**config.mk**
```make
export PLATFORM = sky130hd
export DESIGN_NAME = result_unloader
export DESIGN_NICKNAME = d
export VERILOG_FILES = /design/src/rtl/matmul_pkg.sv /design/src/rtl/result_fifo.sv /design/src/rtl/result_unloader.sv
export SDC_FILE = /design/constraint.sdc
export NUM_CORES = 1
export LEC_CHECK = 0
export ABC_AREA = 1
export BUFFER_PORTS_ARGS = -buffer_cell sky130_fd_sc_hd__buf_2
export CORE_MARGIN = 3
export CORE_UTILIZATION = 40
export CTS_BUF_LIST = sky130_fd_sc_hd__clkbuf_16
export DETAILED_ROUTE_END_ITERATION = 8
export PLACE_DENSITY = 0.63
export SLEW_MARGIN = 20
export SYNTH_ARGS = -nofsm -noshare
export SYNTH_HDL_FRONTEND = slang
export SYNTH_HIERARCHICAL = 1
export SYNTH_SLANG_ARGS = --single-unit
export TNS_END_PERCENT = 100
```
**constraint.sdc**
```tcl
create_clock -name clk -period 2.5 [get_ports clk]
set_input_delay 0.125 -clock clk [delete_from_list [all_inputs] [get_ports clk]]
set_output_delay 0.125 -clock clk [all_outputs]
set_load 0.005 [all_outputs]
```
**src/rtl/matmul_pkg.sv**
```systemverilog
// rtl/matmul_pkg.sv - shared types and address-mux codes for the matmul read-out path

package matmul_pkg;

    typedef enum logic [1:0] {
        ST_IDLE  = 2'd0,
        ST_READ  = 2'd1,
        ST_DRAIN = 2'd2,
        ST_DONE  = 2'd3
    } unload_state_t;

    // Data-memory port-1 address mux codes, shared with the top-level mux
    localparam logic [1:0] SEL_CORE     = 2'd0;
    localparam logic [1:0] SEL_TB_WRITE = 2'd1;
    localparam logic [1:0] SEL_READ     = 2'd2;

endpackage

```
**src/rtl/result_fifo.sv**
```systemverilog
// rtl/result_fifo.sv - 2-entry synchronous FIFO absorbing data-memory read latency

module result_fifo #(
    parameter int W = 18
) (
    input  logic         clk,
    input  logic         rst_n,
    input  logic         i_push,
    input  logic [W-1:0] i_wdata,
    input  logic         i_pop,
    output logic [W-1:0] o_rdata,
    output logic         o_full,
    output logic         o_empty,
    output logic [1:0]   o_count
);

    logic [W-1:0] r_mem [2];
    logic         r_wptr;
    logic         r_rptr;
    logic [1:0]   r_count;
    logic         w_push;
    logic         w_pop;

    assign w_pop  = i_pop & (r_count != 2'd0);
    // A push into a full FIFO is accepted only when the head leaves in the same cycle
    assign w_push = i_push & ((r_count != 2'd2) | w_pop);

    always_ff @(posedge clk or negedge rst_n) begin
        if (!rst_n) begin
            r_mem[0] <= '0;
            r_mem[1] <= '0;
            r_wptr   <= 1'b0;
            r_rptr   <= 1'b0;
            r_count  <= 2'd0;
        end else begin
            if (w_push) begin
                r_mem[r_wptr] <= i_wdata;
                r_wptr        <= ~r_wptr;
            end
            if (w_pop) begin
                r_rptr <= ~r_rptr;
            end
            case ({w_push, w_pop})
                2'b10:   r_count <= r_count + 2'd1;
                2'b01:   r_count <= r_count - 2'd1;
                default: r_count <= r_count;
            endcase
        end
    end

    assign o_rdata = r_mem[r_rptr];
    assign o_full  = (r_count == 2'd2);
    assign o_empty = (r_count == 2'd0);
    assign o_count = r_count;

endmodule

```
**src/rtl/result_unloader.sv**
```systemverilog
// rtl/result_unloader.sv - reads matrix C row-major from data memory and streams it out

module result_unloader
    import matmul_pkg::unload_state_t;
    import matmul_pkg::ST_IDLE;
    import matmul_pkg::ST_READ;
    import matmul_pkg::ST_DRAIN;
    import matmul_pkg::ST_DONE;
#(
    parameter int         DATA_W   = 16,
    parameter int         ADDR_W   = 16,
    parameter logic [1:0] SEL_READ = matmul_pkg::SEL_READ,
    parameter logic [1:0] SEL_CORE = matmul_pkg::SEL_CORE
) (
    input  logic              clk,
    input  logic              RESET_N,
    input  logic              end_i,
    input  logic [ADDR_W-1:0] base_addr,
    input  logic [15:0]       rows,
    input  logic [15:0]       cols,
    input  logic [DATA_W-1:0] mem_rdata,
    output logic [1:0]        addr_mux_select,
    output logic [ADDR_W-1:0] rd_addr,
    output logic              out_valid,
    input  logic              out_ready,
    output logic [DATA_W-1:0] out_data,
    output logic              out_eol,
    output logic              out_last,
    output logic              busy,
    output logic              done
);

    localparam int FW = DATA_W + 2;

    unload_state_t     r_state;
    logic              r_end_q;
    logic              r_rise;
    logic [ADDR_W-1:0] r_base;
    logic [15:0]       r_cols;
    logic [15:0]       r_total;
    logic [15:0]       r_idx;
    logic [15:0]       r_col;
    logic              r_inflight;
    logic              r_if_eol;
    logic              r_if_last;
    logic [1:0]        r_mux_sel;
    logic [ADDR_W-1:0] r_rd_addr;
    logic              r_busy;
    logic              r_done;

    logic [31:0]       w_prod;
    logic [15:0]       w_total;
    logic [2:0]        w_occ;
    logic              w_pop;
    logic              w_issue;
    logic              w_col_end;
    logic              w_idx_end;
    logic              w_full;
    logic              w_empty;
    logic [1:0]        w_count;
    logic [FW-1:0]     w_head;

    assign w_prod  = 32'(rows) * 32'(cols);
    assign w_total = (w_prod > 32'd65535) ? 16'hFFFF : w_prod[15:0];

    assign w_pop     = out_valid & out_ready;
    // A slot freed by this cycle's pop may be refilled by this cycle's issue
    assign w_occ     = {1'b0, w_count} + {2'b00, r_inflight};
    assign w_issue   = (r_state == ST_READ) && (w_occ < (3'd2 + {2'b00, w_pop}));
    assign w_col_end = (r_col == r_cols - 16'd1);
    assign w_idx_end = (r_idx == r_total - 16'd1);

    always_ff @(posedge clk or negedge RESET_N) begin
        if (!RESET_N) begin
            r_state    <= ST_IDLE;
            r_end_q    <= 1'b0;
            r_rise     <= 1'b0;
            r_base     <= '0;
            r_cols     <= '0;
            r_total    <= '0;
            r_idx      <= '0;
            r_col      <= '0;
            r_inflight <= 1'b0;
            r_if_eol   <= 1'b0;
            r_if_last  <= 1'b0;
            r_mux_sel  <= SEL_CORE;
            r_rd_addr  <= '0;
            r_busy     <= 1'b0;
            r_done     <= 1'b0;
        end else begin
            r_end_q    <= end_i;
            r_rise     <= end_i & ~r_end_q & (r_state == ST_IDLE);
            r_done     <= 1'b0;
            r_inflight <= 1'b0;
            case (r_state)
                ST_IDLE: begin
                    if (r_rise) begin
                        r_base  <= base_addr;
                        r_cols  <= cols;
                        r_total <= w_total;
                        r_busy  <= 1'b1;
                        if (w_total == 16'd0) begin
                            r_state <= ST_DONE;
                        end else begin
                            // The latch cycle also issues word 0 to keep the start latency at two cycles
                            r_rd_addr  <= base_addr;
                            r_inflight <= 1'b1;
                            r_if_eol   <= (cols == 16'd1);
                            r_if_last  <= (w_total == 16'd1);
                            r_idx      <= 16'd1;
                            r_col      <= (cols == 16'd1) ? 16'd0 : 16'd1;
                            r_mux_sel  <= SEL_READ;
                            r_state    <= (w_total == 16'd1) ? ST_DRAIN : ST_READ;
                        end
                    end
                end
                ST_READ: begin
                    if (w_issue) begin
                        r_rd_addr  <= r_base + ADDR_W'(r_idx);
                        r_inflight <= 1'b1;
                        r_if_eol   <= w_col_end;
                        r_if_last  <= w_idx_end;
                        r_idx      <= r_idx + 16'd1;
                        r_col      <= w_col_end ? 16'd0 : r_col + 16'd1;
                        if (w_idx_end) begin
                            r_state <= ST_DRAIN;
                        end
                    end
                end
                ST_DRAIN: begin
                    if (!r_inflight && (w_empty || (w_count == 2'd1 && w_pop))) begin
                        r_mux_sel <= SEL_CORE;
                        r_state   <= ST_DONE;
                    end
                end
                ST_DONE: begin
                    r_done  <= 1'b1;
                    r_busy  <= 1'b0;
                    r_state <= ST_IDLE;
                end
                default: r_state <= ST_IDLE;
            endcase
        end
    end

    result_fifo #(.W(FW)) u_fifo (
        .clk     (clk),
        .rst_n   (RESET_N),
        .i_push  (r_inflight),
        .i_wdata ({mem_rdata, r_if_eol, r_if_last}),
        .i_pop   (w_pop),
        .o_rdata (w_head),
        .o_full  (w_full),
        .o_empty (w_empty),
        .o_count (w_count)
    );

    assign out_valid       = ~w_empty;
    assign out_data        = w_head[FW-1:2];
    assign out_eol         = w_head[1];
    assign out_last        = w_head[0];
    assign addr_mux_select = r_mux_sel;
    assign rd_addr         = r_rd_addr;
    assign busy            = r_busy;
    assign done            = r_done;

endmodule

```
* Word level (Yosys, flattened, before mapping)
Index checks and enable logic that the tools add are counted.
Operators by class: reductions and logical operators 19, mux-type cells 48, multiply operators 1, bitwise logic cells 12, magnitude comparators 5, eq/ne operators 16, add/subtract/negate cells 9
Operators with widths (count):
- $mux 16 | 11
- $pmux 16 s2 | 3
- $mux 18 | 4
- $bwmux 36 | 1
- $add 16x1->16 const B | 2
- $eq 16x1->1 const B | 2
- $eq 16x16->1 | 2
- $gt 32x16->1 const B | 1
- $mul 16x16->32 | 1
- $sub 16x1->16 const B | 2
- $demux 18 s1 | 1
- $mux 2 | 9
- $add 16x16->16 | 1
- $logic_not 16->1 | 1
- $mux 1 | 12
- $ne 2x2->1 const B | 6
- $reduce_and 4->1 | 3
- $reduce_bool 2->1 | 5
- $pmux 1 s2 | 4
- $pmux 2 s2 | 2
- $pmux 2 s4 | 1
- $eq 2x1->1 const B | 3
- $eq 2x2->1 const B | 3
- $and 1x1->1 | 5
- 15 further kinds | 25
Storage, ports and cells: output and inout bits 39, flip-flop bits (word level) 147, word-level logic and storage cells 130, input bits 68

* Depth between registers and ports, before layout
Gate-level depths: netlist of the first run.
word-level depth 8, gate-level depth with buffers 38, depth with buffers taken out 34

* Modules after synthesis
The synthesis of the first run kept the hierarchy.
Modules (own cells, without submodules):
- result_unloader | times used 1, cells an instance 2294, area an instance 16305.6 sq um
- result_fifo | times used 1, cells an instance 243, area an instance 2053.2 sq um

* Worst setup path before layout of the first run
No wires, ideal clock.
path type input to register, start input cols[1], end register r_col[4], library setup time 120 ps, path slack -3788 ps, cell stages on the path 35, path buffers 4, arrival time 6168 ps, data required time 2380 ps, path through clkbuf_1 -> clkbuf_1 -> nand2_1 -> fa_1 -> fa_1 -> fa_1 -> inv_1 -> fa_1 -> fa_1 -> inv_1 -> fa_1 -> inv_1 -> ha_1 -> nand2_1 -> inv_2 -> nand2_1 -> nand2_1 -> a21oi_1 -> nand2_1 -> nand2_1 -> nand2_1 -> nand2_1 -> nand2_1 -> nor2_1 -> nand2_1 -> nor2_2 -> nand4_1 -> nor2_4 -> nand3_4 -> nand2_2 -> buf_6 -> inv_4 -> buf_6 -> nand2_1 -> o21ai_2
Between the ends: cells in the longest elaborated chain, start to end 6
RTL lines:
- from (decl) | RTL line result_unloader.sv:20 | input logic [15:0] cols,
- $mul 16x16->32 * | RTL line result_unloader.sv:63 | assign w_prod = 32'(rows) * 32'(cols);
- $gt 32x16->1 | RTL line result_unloader.sv:64 | assign w_total = (w_prod > 32'd65535) ? 16'hFFFF : w_prod[15:0];
- $mux 16 * | RTL line result_unloader.sv:64
- $logic_not 16->1 * | RTL line result_unloader.sv:102 | if (w_total == 16'd0) begin
- $ne 2x2->1 (no source line) *
- $reduce_and 4->1 (no source line) *
- to (signal assigned) | RTL line result_unloader.sv:111 | r_col <= (cols == 16'd1) ? 16'd0 : 16'd1;
- to (signal assigned) | RTL line result_unloader.sv:124 | r_col <= w_col_end ? 16'd0 : r_col + 16'd1;
- to (decl) | RTL line result_unloader.sv:42 | logic [15:0] r_col;
Mark *: on every way between the ends. The rest lies on a longest branch, timed or not. A chain may end at the register's enable or synchronous reset.

* Worst setup path in the final report of the first run
start input cols[4], end register r_col[9]
Same word-level chain as after synthesis.

==> reports/results.ini, run 1 <==
[route]
post_drt_via_cell_ratio = 4.87
final_antenna_net_count = 0
first_iter_violations = 1072
drtPass1Iterations = 5
detailroute.via_count = 16700
routed_wire_length_per_instance_um = 14.7
detail_route.wirelength_mm = 50.4
drc = 0

[cts]
cts_num_sinks = 146
cts_made_buffers = 17
htree_num_levels = 4
clock_transition_at_the_register_clock_pins_on_the_worst_setup_and_hold_paths_after_cts_ps = 60
cts-root-buf = clkbuf_16
cts_max_path_buffers = 2
clkLatencyLatePin_ps = 420
cts_tree = done

[placement]
globalplace.congestion = 0.897
io_buffer_count = 105
placed_wire_length_estimate_after_detailed_placement_mm = 39.2

[layout]
drive_above_1_share = 0.225
fin_nets = 3215
area.growth.synth_to_final_pct = 26.2
layout.core_utilization = 0.517
antennaDiodeCount = 0

[timing]
slew_violations = 0
fin_crit_sh = 2.31
relSlewSlack = 0.421
fin_skew_ps = 10.6
grt_setup_unrepaired = yes
period_needed_ps = 5760
timing_worst_slew_pin_value_ps = 863
timing.final.setup_violations = 70
final_hold_viol_count = 0
max_freq_mhz = 174
worst_slack_ps = -3260
fin_worst_hold_slack_ps = 182

[global_route]
globalRouteOverflowTotal = 0
globalRouteTotalUtil = 0.214
global_route_wire_length_before_repair_mm = 84.5
grt_max_degree = 61
antenna_found_initial = 0
grt_pass1_vias = 17200

[worst_setup_path]
critPathCapture = r_col[9]
crit_fanout = 6
cp_data_required_time_ps = 2840
cpPeakStageDelay_ps = 550
rr_endpoint = rd_addr[10]
timing_worst_setup_path_type = in -> reg
arrival_ps = 6100
worst-r2r-cell-count = 17
critical_path.reg2reg.startpoint = r_base[0]
critical_path.startpoint = cols[4]
path_common_cell = inv_2
ff2ff_setup_slack_ps = -180
worst_setup_path_end_kind = register
worst_path_cell_with_the_longest_stage_delay = fa_1
crit_path_start_kind = primary input

[floorplan]
design.die.area_sq_um = 48500
ioPinCount = 107
floorplan.die.width_um = 220
placement_rows = 77
core_area_sq_um = 44800
initial_standard_cell_utilization_of_the_core = 0.410
die_height_um = 220

[outcome]
run_status = complete, but fails checks
failed_checks = setup timing

[flow_run]
max-cap-violations = 0

[hold_path]
holdPathStages = 5
holdCritPathClass = in -> reg
min_from = out_ready

[synthesis]
synth-warning-count = 6
synth_nets = 2929
post_syn_area_per_cell_sq_um = 7.24
synthesis.instances = 2536
post_synth_instance_area_sq_um = 18400

==> flip-flops by register name, indices dropped and copies added, names as in the netlist, 16 cells and up <==
signal / count
r_col: 16
r_idx: 16
r_cols: 16
r_base: 16
rd_addr: 16
r_total: 16
u_fifo/r_mem: 36
==> critical path: cells and delay by family <==
| family | cells | cell delay, ps |
|---|---|---|
| and+or+nand+nor | 11 | 1400 |
| buffers and inverters | 12 | 1220 |
| xor gates and xnor gates | 1 | 150 |
| AOI/OAI and AO/OA | 1 | 110 |
| adders and majority gates | 7 | 3080 |
==> worst min-delay path by stage <==
| stage | to |
|---|---|
| after floorplan | addr_mux_select[1] |
| final | u_fifo/r_rptr |
| after global placement | rd_addr[0] |
| after global routing | r_cols[1] |
| after CTS | u_fifo/r_rptr |
| after detailed placement | rd_addr[0] |
==> per-stage QoR <==
stage / setup WS, ps / cells / setup TNS (ps) / instance area (sq um)
final: -3260 / 3427 / -216410 / 23200
after global routing: -3500 / 3427 / -232310 / 23200
after CTS: -3160 / 3412 / -210440 / 22600
after detailed placement: -3860 / 3325 / -259690 / 20900
after global placement: -3820 / 3325 / -257690 / 20900
after floorplan: -3310 / 2536 / -220030 / 19000
==> routing by layer <==
layer,routed length (um),GRT usage,part of all wire
met3,2570,0.0309,0.051
met2,24600,0.371,0.49
met1,22500,0.288,0.45
met4,711,0.0414,0.014
met5,0,0,0
==> layout by cell type, fill, tap and decap left out, types with 6 or more instances in the layout <==
cell and count:
nand2_4 21, nand3_2 9, xor2_1 80, nand4_1 56, nor2_2 9, nor2_1 98
or2_2 7, inv_2 60, xnor2_1 23, a21oi_1 33, nand2_2 77, inv_1 486
nand2_1 758, nand3_1 58, dfrtp_1 146, o21ai_1 8, nor3_1 25, dlygate4sd3_1 34
fa_2 11, nor2_4 10, buf_8 6, buf_2 77, fa_1 184, nand3_4 6
buf_6 21, buf_12 16, clkbuf_16 18, nor4_1 11, nand3b_1 6, ha_1 113
ha_4 17, o22ai_1 6, o21ai_2 20, buf_4 211, o21ai_0 50
==> cell type report <==
cell class,instances,area (sq um)
Inverter,551,2100
Timing Repair Buffer,371,3110
Tap cell,592,741
Sequential cell,146,3650
Fill cell,4211,21600
Multi-Input combinational cell,1732,12900
Clock buffer,17,425
Timing Repair inverter,3,51.3
Clock inverter,15,180
==> timing repair <==
item,CTS,global route
hold endpoints to repair,107,0
endpoints found under the setup margin,70,70
pin swaps,29,82
hold buffers,34,0
gates cloned,8,1
resized for setup,123,167
buffers inserted,13,15
Power of run 1 is not shown: default switching activity piles up to over one toggle a cycle in this logic, so the estimate is an artifact.
==> run 2: changes to the inputs <==
--- a/config.mk
+++ b/config.mk
@@ -6,13 +6,13 @@
 export NUM_CORES = 1
 export LEC_CHECK = 0
 export ABC_AREA = 1
-export BUFFER_PORTS_ARGS = -buffer_cell sky130_fd_sc_hd__buf_2
 export CORE_MARGIN = 3
 export CORE_UTILIZATION = 40
 export CTS_BUF_LIST = sky130_fd_sc_hd__clkbuf_16
 export DETAILED_ROUTE_END_ITERATION = 8
-export PLACE_DENSITY = 0.63
-export SLEW_MARGIN = 20
+export DONT_BUFFER_PORTS = 1
+export PLACE_DENSITY = 0.61
+export SLEW_MARGIN = 15
 export SYNTH_ARGS = -nofsm -noshare
 export SYNTH_HDL_FRONTEND = slang
 export SYNTH_HIERARCHICAL = 1
==> run 2 against run 1 <==
Effect of this change:
- the run ends with hold timing, setup timing left
- flip-flop and latch count did not move
- first-iteration DRC count rose by 10%
- hold slack got worse by 790 ps
- wire length rose by 2.0%
- sequential share of layout area rose by 1.3 points
- critical path type unchanged
- setup slack improved by 210 ps
- global-route usage rose by 0.34 points
- via count fell by 3.8%
==> reports/results.ini, run 2 (synthesis gave the netlist of run 1 again) <==
[route]
detail_route.wirelength_mm = 51.4
drtPass1Iterations = 5
routed_wire_length_per_instance_um = 15.9
post_drt_via_cell_ratio = 4.95
final_antenna_net_count = 0
detailroute.via_count = 16000
first_iter_violations = 1182
drc = 0

[layout]
drive_above_1_share = 0.144
area.growth.synth_to_final_pct = 16.8
layout.core_utilization = 0.479
fillCellCount = 4406
largest_reg_flops = 36
finish.cell_count_without_fillers = 3242
antennaDiodeCount = 0
fin_nets = 3031
mostFrequentLayoutCell = nand2_1
regMostFlops = u_fifo/r_mem
mostFrequentLayoutCells = nand2_1, inv_1, fa_1

[worst_setup_path]
cp_data_required_time_ps = 2820
worst_path_cell_with_the_longest_stage_delay = fa_1
crit_path_start_kind = primary input
critical_path.reg2reg.startpoint = r_cols[0]
worst_setup_path_end_kind = register
ff2ff_setup_slack_ps = -150
cpPeakStageDelay_ps = 540
arrival_ps = 5870
timing_worst_setup_path_type = in -> reg
path_common_cell = fa_1
worst-r2r-cell-count = 14
crit_fanout = 17
rr_endpoint = r_col[4]

[timing]
grt_setup_unrepaired = yes
fin_worst_hold_slack_ps = -611
relSlewSlack = 0.607
fin_skew_ps = 10.8
fin_crit_sh = 2.22
max_freq_mhz = 180
slew_violations = 0
final_hold_viol_count = 146
period_needed_ps = 5560
timing.final.setup_violations = 70
timing_worst_slew_pin_value_ps = 585
worst_slack_ps = -3060

[placement]
placed_wire_length_estimate_after_detailed_placement_mm = 37.7
globalplace.congestion = 0.918
dpl_worst_slack_ps = -3580
io_buffer_count = 0
placedCellCount = 3142

[floorplan]
placement_rows = 77
core_area_sq_um = 44800
die_height_um = 220
design.die.area_sq_um = 48500
ioPinCount = 107
initial_standard_cell_utilization_of_the_core = 0.410
floorplan.die.width_um = 220

[outcome]
failed_checks = hold timing, setup timing
run_status = complete, but fails checks

[global_route]
grt_pass1_vias = 16700
globalRouteOverflowTotal = 0
antenna_found_initial = 0
global_route_wire_length_before_repair_mm = 84.7
globalRouteTotalUtil = 0.218
grt_max_degree = 147

[cts]
cts_tree = done
holdBufCountCts = 49
clkLatencyLatePin_ps = 430
htree_num_levels = 4
cts_made_buffers = 17
clock_transition_at_the_register_clock_pins_on_the_worst_setup_and_hold_paths_after_cts_ps = 70
cts_max_path_buffers = 2
cts_num_sinks = 146
cts-root-buf = clkbuf_16

[hold_path]
holdCritPathClass = in -> async

[flow_run]
max-cap-violations = 0

## run 2: cell types whose count changed in the layout (fill, tap and decap cells not counted), sizes merged
cell / before / now
bufbuf: 2 / 0
bufinv: 4 / 2
clkinvlp: 0 / 3
dlygate4sd3: 34 / 49
clkinv: 9 / 11
inv: 556 / 554
buf: 333 / 135
clkbuf: 19 / 18
## run 2: layout make-up
type	count	area, sq um	share of cell area
timing repair buffer	185	1620	0.0756
sequential	146	3650	0.170
timing repair inverter	5	85.1	0.00397
inverter	551	2110	0.0982
clock inverter	14	119	0.00554
tap	592	741	0.0345
clock buffer	17	425	0.0198
multi-input combinational	1732	12700	0.592
## run 2: stage by stage
stage                     instance area (sq um)  hold slack (ps)  setup TNS (ps)
after floorplan                           19000             -171         -220030
after global placement                    19700             -160         -238340
after detailed placement                  19700             -160         -240170
after CTS                                 21100             -621         -201140
after global routing                      21400             -641         -222150
final                                     21400             -611         -205870
## run 2: metal layers
layer  wire [um]  GRT usage  vias to the layer above
met5           0          0                        -
met4        1130     0.0504                        0
met3        2800     0.0308                       85
met2       25100      0.380                      436
met1       22400      0.287                     7751
li1            -          -                     7765
## run 2: worst max-delay path by stage
stage	startpoint	to	slack [ps]	cells after the start
2_1_floorplan	rows[5]	r_col[4]	-3310	38
3_5_place_dp	cols[4]	r_col[0]	-3580	30
4_1_cts	cols[4]	r_idx[12]	-2950	32
3_3_place_gp	cols[4]	r_col[0]	-3540	30
6_report	cols[4]	r_idx[12]	-3060	32
5_1_grt	cols[4]	rd_addr[3]	-3280	34
## run 2: worst max-delay path, delay by kind of cell
kind / cells / cell delay [ps]
and+or+nand+nor: 16 / 1740
adders and majority gates: 7 / 3250
buffers and inverters: 9 / 730
## run 2: what timing repair did
item,CTS,global route
setup buffers,10,4
setup endpoints to repair,70,70
gates cloned,4,3
hold endpoints to repair,225,146
gates resized for setup,62,100
pin swaps,9,14
Power of run 2 is left out for the same reason.
